**config.mk**
```make
export PLATFORM = sky130hd
export DESIGN_NAME = keypad_scan_controller
export DESIGN_NICKNAME = d
export VERILOG_FILES = /design/src/rtl/keypad_scan_controller.sv
export SDC_FILE = /design/constraint.sdc
export NUM_CORES = 1
export LEC_CHECK = 0
export CELL_PAD_IN_SITES_DETAIL_PLACEMENT = 1
export CELL_PAD_IN_SITES_GLOBAL_PLACEMENT = 1
export CORE_ASPECT_RATIO = 1.4
export CORE_MARGIN = 8
export CORE_UTILIZATION = 31
export CTS_CLUSTER_DIAMETER = 200
export DETAILED_ROUTE_END_ITERATION = 10
export GPL_TIMING_DRIVEN = 0
export PLACE_DENSITY_LB_ADDON = 0.1
export SYNTH_ARGS = -nofsm -noshare
export SYNTH_HDL_FRONTEND = slang
export SYNTH_SLANG_ARGS = --single-unit
```
**constraint.sdc**
```tcl
create_clock -name clk -period 2.15 [get_ports clk]
set_input_delay 0.3225 -clock clk [delete_from_list [all_inputs] [get_ports clk]]
set_output_delay 0.3225 -clock clk [all_outputs]
set_load 0.02 [all_outputs]
```
**src/rtl/keypad_scan_controller.sv**
```systemverilog
// 4x4 matrix keypad scanner: rotating one-hot column drive, synchronized active-low rows,
// press/release debounce, one key_valid pulse per accepted key.
module keypad_scan_controller #(
    parameter int SCAN_DIV     = 4096,
    parameter int DEBOUNCE_CNT = 65536
) (
    input  logic       clk,
    input  logic       reset,
    input  logic [3:0] rows_n,
    output logic [3:0] cols,
    output logic [3:0] key_code,
    output logic       key_valid,
    output logic       key_held
);
    localparam int DW = $clog2(SCAN_DIV);
    localparam int BW = $clog2(DEBOUNCE_CNT);
    localparam logic [DW-1:0] DWELL_LAST = DW'(SCAN_DIV - 1);
    localparam logic [BW-1:0] DEB_LAST   = BW'(DEBOUNCE_CNT - 1);

    typedef enum logic [1:0] {S_SCAN, S_DEBOUNCE, S_HELD, S_RELEASE} state_t;

    state_t        state, state_nx;
    logic [3:0]    sync1, sync2, row_act;
    logic [DW-1:0] dwell, dwell_nx;
    logic [BW-1:0] deb, deb_nx;
    logic [3:0]    cols_nx, code_nx;
    logic [1:0]    row_idx, row_idx_nx, col_idx, col_idx_nx;
    logic [1:0]    act_idx, cols_idx;
    logic          valid_nx, held_nx;
    logic          one_hot, row_match, row_on;

    function automatic logic [3:0] keymap(input logic [1:0] r, input logic [1:0] c);
        logic [3:0] k;
        case ({r, c})
            4'h0: k = 4'h1;  4'h1: k = 4'h2;  4'h2: k = 4'h3;  4'h3: k = 4'hA;
            4'h4: k = 4'h4;  4'h5: k = 4'h5;  4'h6: k = 4'h6;  4'h7: k = 4'hB;
            4'h8: k = 4'h7;  4'h9: k = 4'h8;  4'hA: k = 4'h9;  4'hB: k = 4'hC;
            4'hC: k = 4'hE;  4'hD: k = 4'h0;  4'hE: k = 4'hF;  default: k = 4'hD;
        endcase
        return k;
    endfunction

    function automatic logic [1:0] enc4(input logic [3:0] v);
        logic [1:0] i;
        case (v)
            4'b0010: i = 2'd1;
            4'b0100: i = 2'd2;
            4'b1000: i = 2'd3;
            default: i = 2'd0;
        endcase
        return i;
    endfunction

    always_ff @(posedge clk or negedge reset) begin
        if (!reset) begin
            sync1 <= 4'b1111;
            sync2 <= 4'b1111;
        end else begin
            sync1 <= rows_n;
            sync2 <= sync1;
        end
    end

    assign row_act   = ~sync2;
    assign one_hot   = (row_act != 4'd0) && ((row_act & (row_act - 4'd1)) == 4'd0);
    assign act_idx   = enc4(row_act);
    assign cols_idx  = enc4(cols);
    assign row_match = (row_act == (4'b0001 << row_idx));
    assign row_on    = row_act[row_idx];

    always_ff @(posedge clk or negedge reset) begin
        if (!reset) begin
            state     <= S_SCAN;
            cols      <= 4'b0001;
            dwell     <= '0;
            deb       <= '0;
            row_idx   <= 2'd0;
            col_idx   <= 2'd0;
            key_code  <= 4'h0;
            key_valid <= 1'b0;
            key_held  <= 1'b0;
        end else begin
            state     <= state_nx;
            cols      <= cols_nx;
            dwell     <= dwell_nx;
            deb       <= deb_nx;
            row_idx   <= row_idx_nx;
            col_idx   <= col_idx_nx;
            key_code  <= code_nx;
            key_valid <= valid_nx;
            key_held  <= held_nx;
        end
    end

    always_comb begin
        state_nx   = state;
        cols_nx    = cols;
        dwell_nx   = dwell;
        deb_nx     = deb;
        row_idx_nx = row_idx;
        col_idx_nx = col_idx;
        code_nx    = key_code;
        valid_nx   = 1'b0;
        held_nx    = key_held;
        case (state)
            S_SCAN: begin
                if (dwell == DWELL_LAST) begin
                    dwell_nx = '0;
                    if (one_hot) begin
                        // Freeze the column so the debounce watches the same key
                        row_idx_nx = act_idx;
                        col_idx_nx = cols_idx;
                        deb_nx     = '0;
                        state_nx   = S_DEBOUNCE;
                    end else begin
                        cols_nx = {cols[2:0], cols[3]};
                    end
                end else begin
                    dwell_nx = dwell + 1'b1;
                end
            end
            S_DEBOUNCE: begin
                if (!row_match) begin
                    cols_nx  = {cols[2:0], cols[3]};
                    dwell_nx = '0;
                    deb_nx   = '0;
                    state_nx = S_SCAN;
                end else if (deb == DEB_LAST) begin
                    valid_nx = 1'b1;
                    held_nx  = 1'b1;
                    code_nx  = keymap(row_idx, col_idx);
                    deb_nx   = '0;
                    state_nx = S_HELD;
                end else begin
                    deb_nx = deb + 1'b1;
                end
            end
            S_HELD: begin
                if (!row_on) begin
                    deb_nx   = '0;
                    state_nx = S_RELEASE;
                end
            end
            default: begin
                if (row_on) begin
                    deb_nx   = '0;
                    state_nx = S_HELD;
                end else if (deb == DEB_LAST) begin
                    held_nx  = 1'b0;
                    cols_nx  = {cols[2:0], cols[3]};
                    dwell_nx = '0;
                    deb_nx   = '0;
                    state_nx = S_SCAN;
                end else begin
                    deb_nx = deb + 1'b1;
                end
            end
        endcase
    end
endmodule

```
Word level (Yosys, flattened, before mapping)
Memories as Yosys holds them, arrays and structs flattened. A register that Yosys moved wholly into a read port is not among the register bits.
Index checks and enable logic that the tools add are counted.
- flip-flop bits (word level): 48
- ROM bits: 64
- input bits: 6
- output and inout port bits: 10
- word-level logic and storage cells: 93
- memories: 1
- add/subtract/negate cells: 3
- $lt $le $gt $ge: 1
- eq/ne operators: 20
- shift-type cells: 1
- mux-type cells: 38
- bitwise operators: 4
- reduce and logical (&&, ||, !) cells: 15
- memories (memory ; depth ; bits a word ; rd ports ; clocked after Yosys merged registers in ; write ports ; line ; text):
    (no name shown) ; 16 ; 4 ; 1 ; 1 ; 0 ; 34 ; case ({r, c})
- operators by type and width (cell ; count):
    $mux W16 ; 6
    $mux W12 ; 4
    $pmux W16 S3 ; 1
    $pmux W12 S3 ; 1
    $mux W4 ; 5
    $pmux W2 S3 ; 3
    $add A16 B1 Y16 const B ; 1
    $eq A16 B16 Y1 const B ; 1
    $mux W2 ; 7
    $add A12 B1 Y12 const B ; 1
    $eq A12 B12 Y1 const B ; 1
    $ne A2 B2 Y1 const B ; 6
    $pmux W4 S3 ; 1
    $reduce_and A3 Y1 ; 3
    $eq A4 B2 Y1 const B ; 2
    $eq A4 B3 Y1 const B ; 2
    $eq A4 B4 Y1 const B ; 2
    $mux W1 ; 8
    $reduce_and A4 Y1 ; 2
    $reduce_and A6 Y1 ; 1
    $reduce_and A5 Y1 ; 1
    $reduce_bool A5 Y1 ; 1
    $and A4 B4 Y4 ; 1
    $eq A4 B4 Y1 ; 1
    19 further kinds ; 20

Longest topological paths before layout
- word-level depth: 8
- gate-level depth with buffers: 9

Least setup slack after synthesis
No wires, ideal clock.
- path type: reg-to-reg
- start: register row_idx[0]
- end: register cols[1]
- setup time: 125 ps
- arrival time: 1954 ps
- setup slack: 71 ps
- stages on the path, launching flop included: 6
- path buffers: 1
- clock period less this slack: 2079 ps
- path through: dfrtp_1 > buf_2 > mux4_2 > o32ai_2 > nand4bb_2 > mux2_2
- longest elaborated chain between the ends: 4
- elaborated cells between the ends (all ways): 7
- ends and longest elaborated chain (element ; line ; text):
    start, declared ; 27 ; logic [1:0] row_idx, row_idx_nx, col_idx, col_idx_nx;
    start signal, assigned ; 87 ; row_idx <= row_idx_nx;
    $bmux W1 S2 / $shl A1 B2 Y4 (equally long branches) ; 69, 68 ;
    $mux W1 (not written as such) / $eq A4 B4 Y1 (equally long branches) ; 69, 68 ;
    $ne A3 B1 Y1 (no line) / $ne A2 B2 Y1 (equally long branches) ; n/a ;
    $reduce_and A6 Y1 (no line) * ; n/a ;
    end signal, assigned ; 84 ; cols <= cols_nx;
    end, declared ; 10 ; output logic [3:0] cols,
Mark *: on every way between the ends. The rest lies on a longest branch, timed or not. The select of a mux whose other input is x is not followed.
A chain may end at the register's enable or synchronous reset.

Final worst setup path
- start: register row_idx[0]
- end: register cols[2]
Same word-level chain as after synthesis.

==> run metrics <==
DRT Pass-1 Iters 4; Post-DRT Antenna Nets 0; 1st-iter DRT viols 63; cells along the critical path buf_6 -> mux4_2 -> o32ai_4 -> nand4bb_4 -> mux2_2; XOR/XNOR share of the synthesized area 0.0115; WP buf/inv 1; headroom to the max-slew limit 0.582; share of the synthesized area in the top cell type 0.354; CTS Root Cell clkbuf_16; antenna violations before repair 0; slowest cell on the critical path mux4_2; Synth Area in Compound Gates 0.183; grt ovf 0; die area 13300 um^2; top cells by count, synth dfrtp_1, nand2_1, nor2_1, inv_1, nand3_1; vias 2482; placed cells 455; clk buf depth 2; DR vias/cell 5.14; sw frac 0.235; f_max 0.467 GHz; Startpoint Class flop; chip width 99.6 um; Final nets 367; Min-Delay Path Class in -> async; Placed Instance Area 3370 um^2; VDD IR max 0.000357 V; final setup fails 0; number of synthesized flops with an enable pin 0; IO Port Bufs 15; vias in the first global route 2668; Final Cycle Share 0.995; portion of netlist area occupied by mux cells 0.0874; Top delay family on crit path multiplexers; CP required 2340 ps; Net Count, Synth 324; most frequent cell after synthesis dfrtp_1; FILL cells 1064; die span in y 133 um; Top FF cell, synth dfrtp_1; critical path's largest stage delay 610 ps; Final Hold Vio Count 0; largest family of logic cells by synthesized area simple AND/OR/NAND/NOR gates; CTS tree built; status complete, no violations; setup TNS 0 ps; ys async rst share 1.00; sequential share of power 0.525; n_diodes 0; Leakage Power 1.56 nW; #FFs+latches synth 52; post-synthesis adder-cell area fraction 0.0453; post-synth top area cell dfrtp_1; Worst-Margin Slew 627 ps; Synth area leaders dfrtp_1, dfstp_2, mux2_2, ha_1, nand2_1; WL final 7.85 mm; Crit. End Element flop; Clock Pin Slew Worst Setup and Hold Paths 80 ps; row cnt 42; cell area after synthesis 3040 um^2; Warnings, synthesis 0; first-pass GRT wire length 13.3 mm; register area share after synthesis 0.432; synthesis-to-layout area growth 29.5%; Clk network pwr share 0.441; Residual DRC 0; Synth Area in Simple Gates 0.196; pwr/cell area 485 nW/um^2; Cell Int Power 1.46 mW; Core ar. 9510 um^2; overall power 1.91 mW; crit path DAT 2330 ps; wire per inst 16.2 um; post-synthesis cell type count 55; CP Max Fanout 6; htree depth 2; Final Non-Filler Cells 483; Comb power frac 0.034; largest net degree at the start of global routing 28; Num CTS Buffers 5; later-pin clock latency in the skew report 300 ps; unrepaired setup endpoints after global routing true; Detail Placement HPWL 5.52 mm; Initial Util 0.319; critical path type reg -> reg; Clock Skews 5.81 ps; Final min period 2140 ps; Slew Limit Fails 0; Post-CTS Hold Fix Bufs 0; # clock sinks 52; number of max-cap violations 0; Psw 0.448 mW; total global routing track utilization 0.124; share of cells above drive strength 1 0.305; fin area 3930 um^2; Final GP Congestion 0.743; IO Pins 16; Synth Area per Inst 9.89 um^2; Post-Synthesis Cells 307
-- layout make-up --
cell class | instances | area, um^2 | area share
clock buffers | 5 | 125 | 0.0318
repair buffers | 41 | 357 | 0.0907
flip-flops and latches | 52 | 1310 | 0.334
clock inverters | 3 | 25.0 | 0.00637
well taps | 132 | 165 | 0.0420
multi-input cells | 223 | 1820 | 0.462
inverters | 17 | 63.8 | 0.0162
plain buffers | 10 | 67.6 | 0.0172
-- worst paths after layout --
path,cells after the start,end,slack [ps],startpoint
worst max-delay path,5,cols[2]$_DFFE_PN0P_,10,row_idx[0]$_DFFE_PN0P_
worst max register to register,5,cols[2]$_DFFE_PN0P_,10,row_idx[0]$_DFFE_PN0P_
worst min register to register,0,sync2[3]$_DFF_PN1_,360,sync1[3]$_DFF_PN1_
min in group clk,0,sync2[3]$_DFF_PN1_,360,sync1[3]$_DFF_PN1_
worst min-delay path,1,deb[13]$_DFFE_PN0P_,30,reset
max in group asynchronous,2,dwell[6]$_DFFE_PN0P_,1540,reset
-- kinds of logic after synthesis --
kind of cell,count (synthesis)
flops,52
compound gates,71
fa+ha+maj,11
xor+xnor,4
buf+inv,32
mux,21
simple gates,116
-- placed cells by master, fill, tap and decap left out, types with 3 or more instances in the layout --
cell type,count
dfrtp_1,43
nand2_1,31
buf_4,27
nor2_1,25
inv_1,16
nand3_1,14
clkdlybuf4s50_1,14
mux2_2,13
o21ai_0,13
nor3_1,10
dfstp_2,9
nand4_1,7
a21oi_1,7
ha_1,7
o31ai_1,6
o31ai_4,5
o22ai_1,5
a22o_1,5
clkbuf_16,5
or4_1,4
buf_2,4
mux2i_1,4
o211ai_1,3
nand2b_1,3
or3_1,3
a31oi_1,3
a31o_2,3
-- per-stage QoR --
step	setup slack, ps	hold slack, ps	util
global route	-81.6	101	0.413
detailed placement	-471	347	0.354
floorplan	71.1	26.9	-
finish	10.0	31.3	0.413
global placement	-1020	346	0.352
CTS	-5.09	57.0	0.391
-- metal layers --
| layer | GRT usage | up-vias | share of wire |
|---|---|---|---|
| li1 | - | 1218 | - |
| met1 | 0.144 | 1238 | 0.43 |
| met2 | 0.220 | 19 | 0.53 |
| met3 | 0.0235 | 7 | 0.018 |
| met4 | 0.0439 | 0 | 0.019 |
| met5 | 0 | - | 0 |
-- power by group through the flow --
stage / clock [mW] / sequential [mW] / combinational, mW
after floorplan: 0 / 1.01 / 0.0247
after global placement: 0 / 1.01 / 0.0587
after detailed placement: 0 / 1.01 / 0.0638
after CTS: 0.886 / 1.00 / 0.0651
after global routing: 0.905 / 1.00 / 0.0743
final: 0.841 / 1.00 / 0.0649
-- state kept, by name (all words and copies together), names as in the netlist --
name and count:
key_held 1, state 2, cols 4, row_idx 2, col_idx 2, sync1 4
sync2 4, dwell 12, key_code 4, deb 16, key_valid 1
-- repair_timing --
item / CTS / global route
hold endpoints to repair: 0 / 0
setup endpoints to repair: 42 / 35
pin swaps: 9 / 8
resized for setup: 21 / 26
setup buffers: 15 / 10
Power figures use the tool's default switching activity.
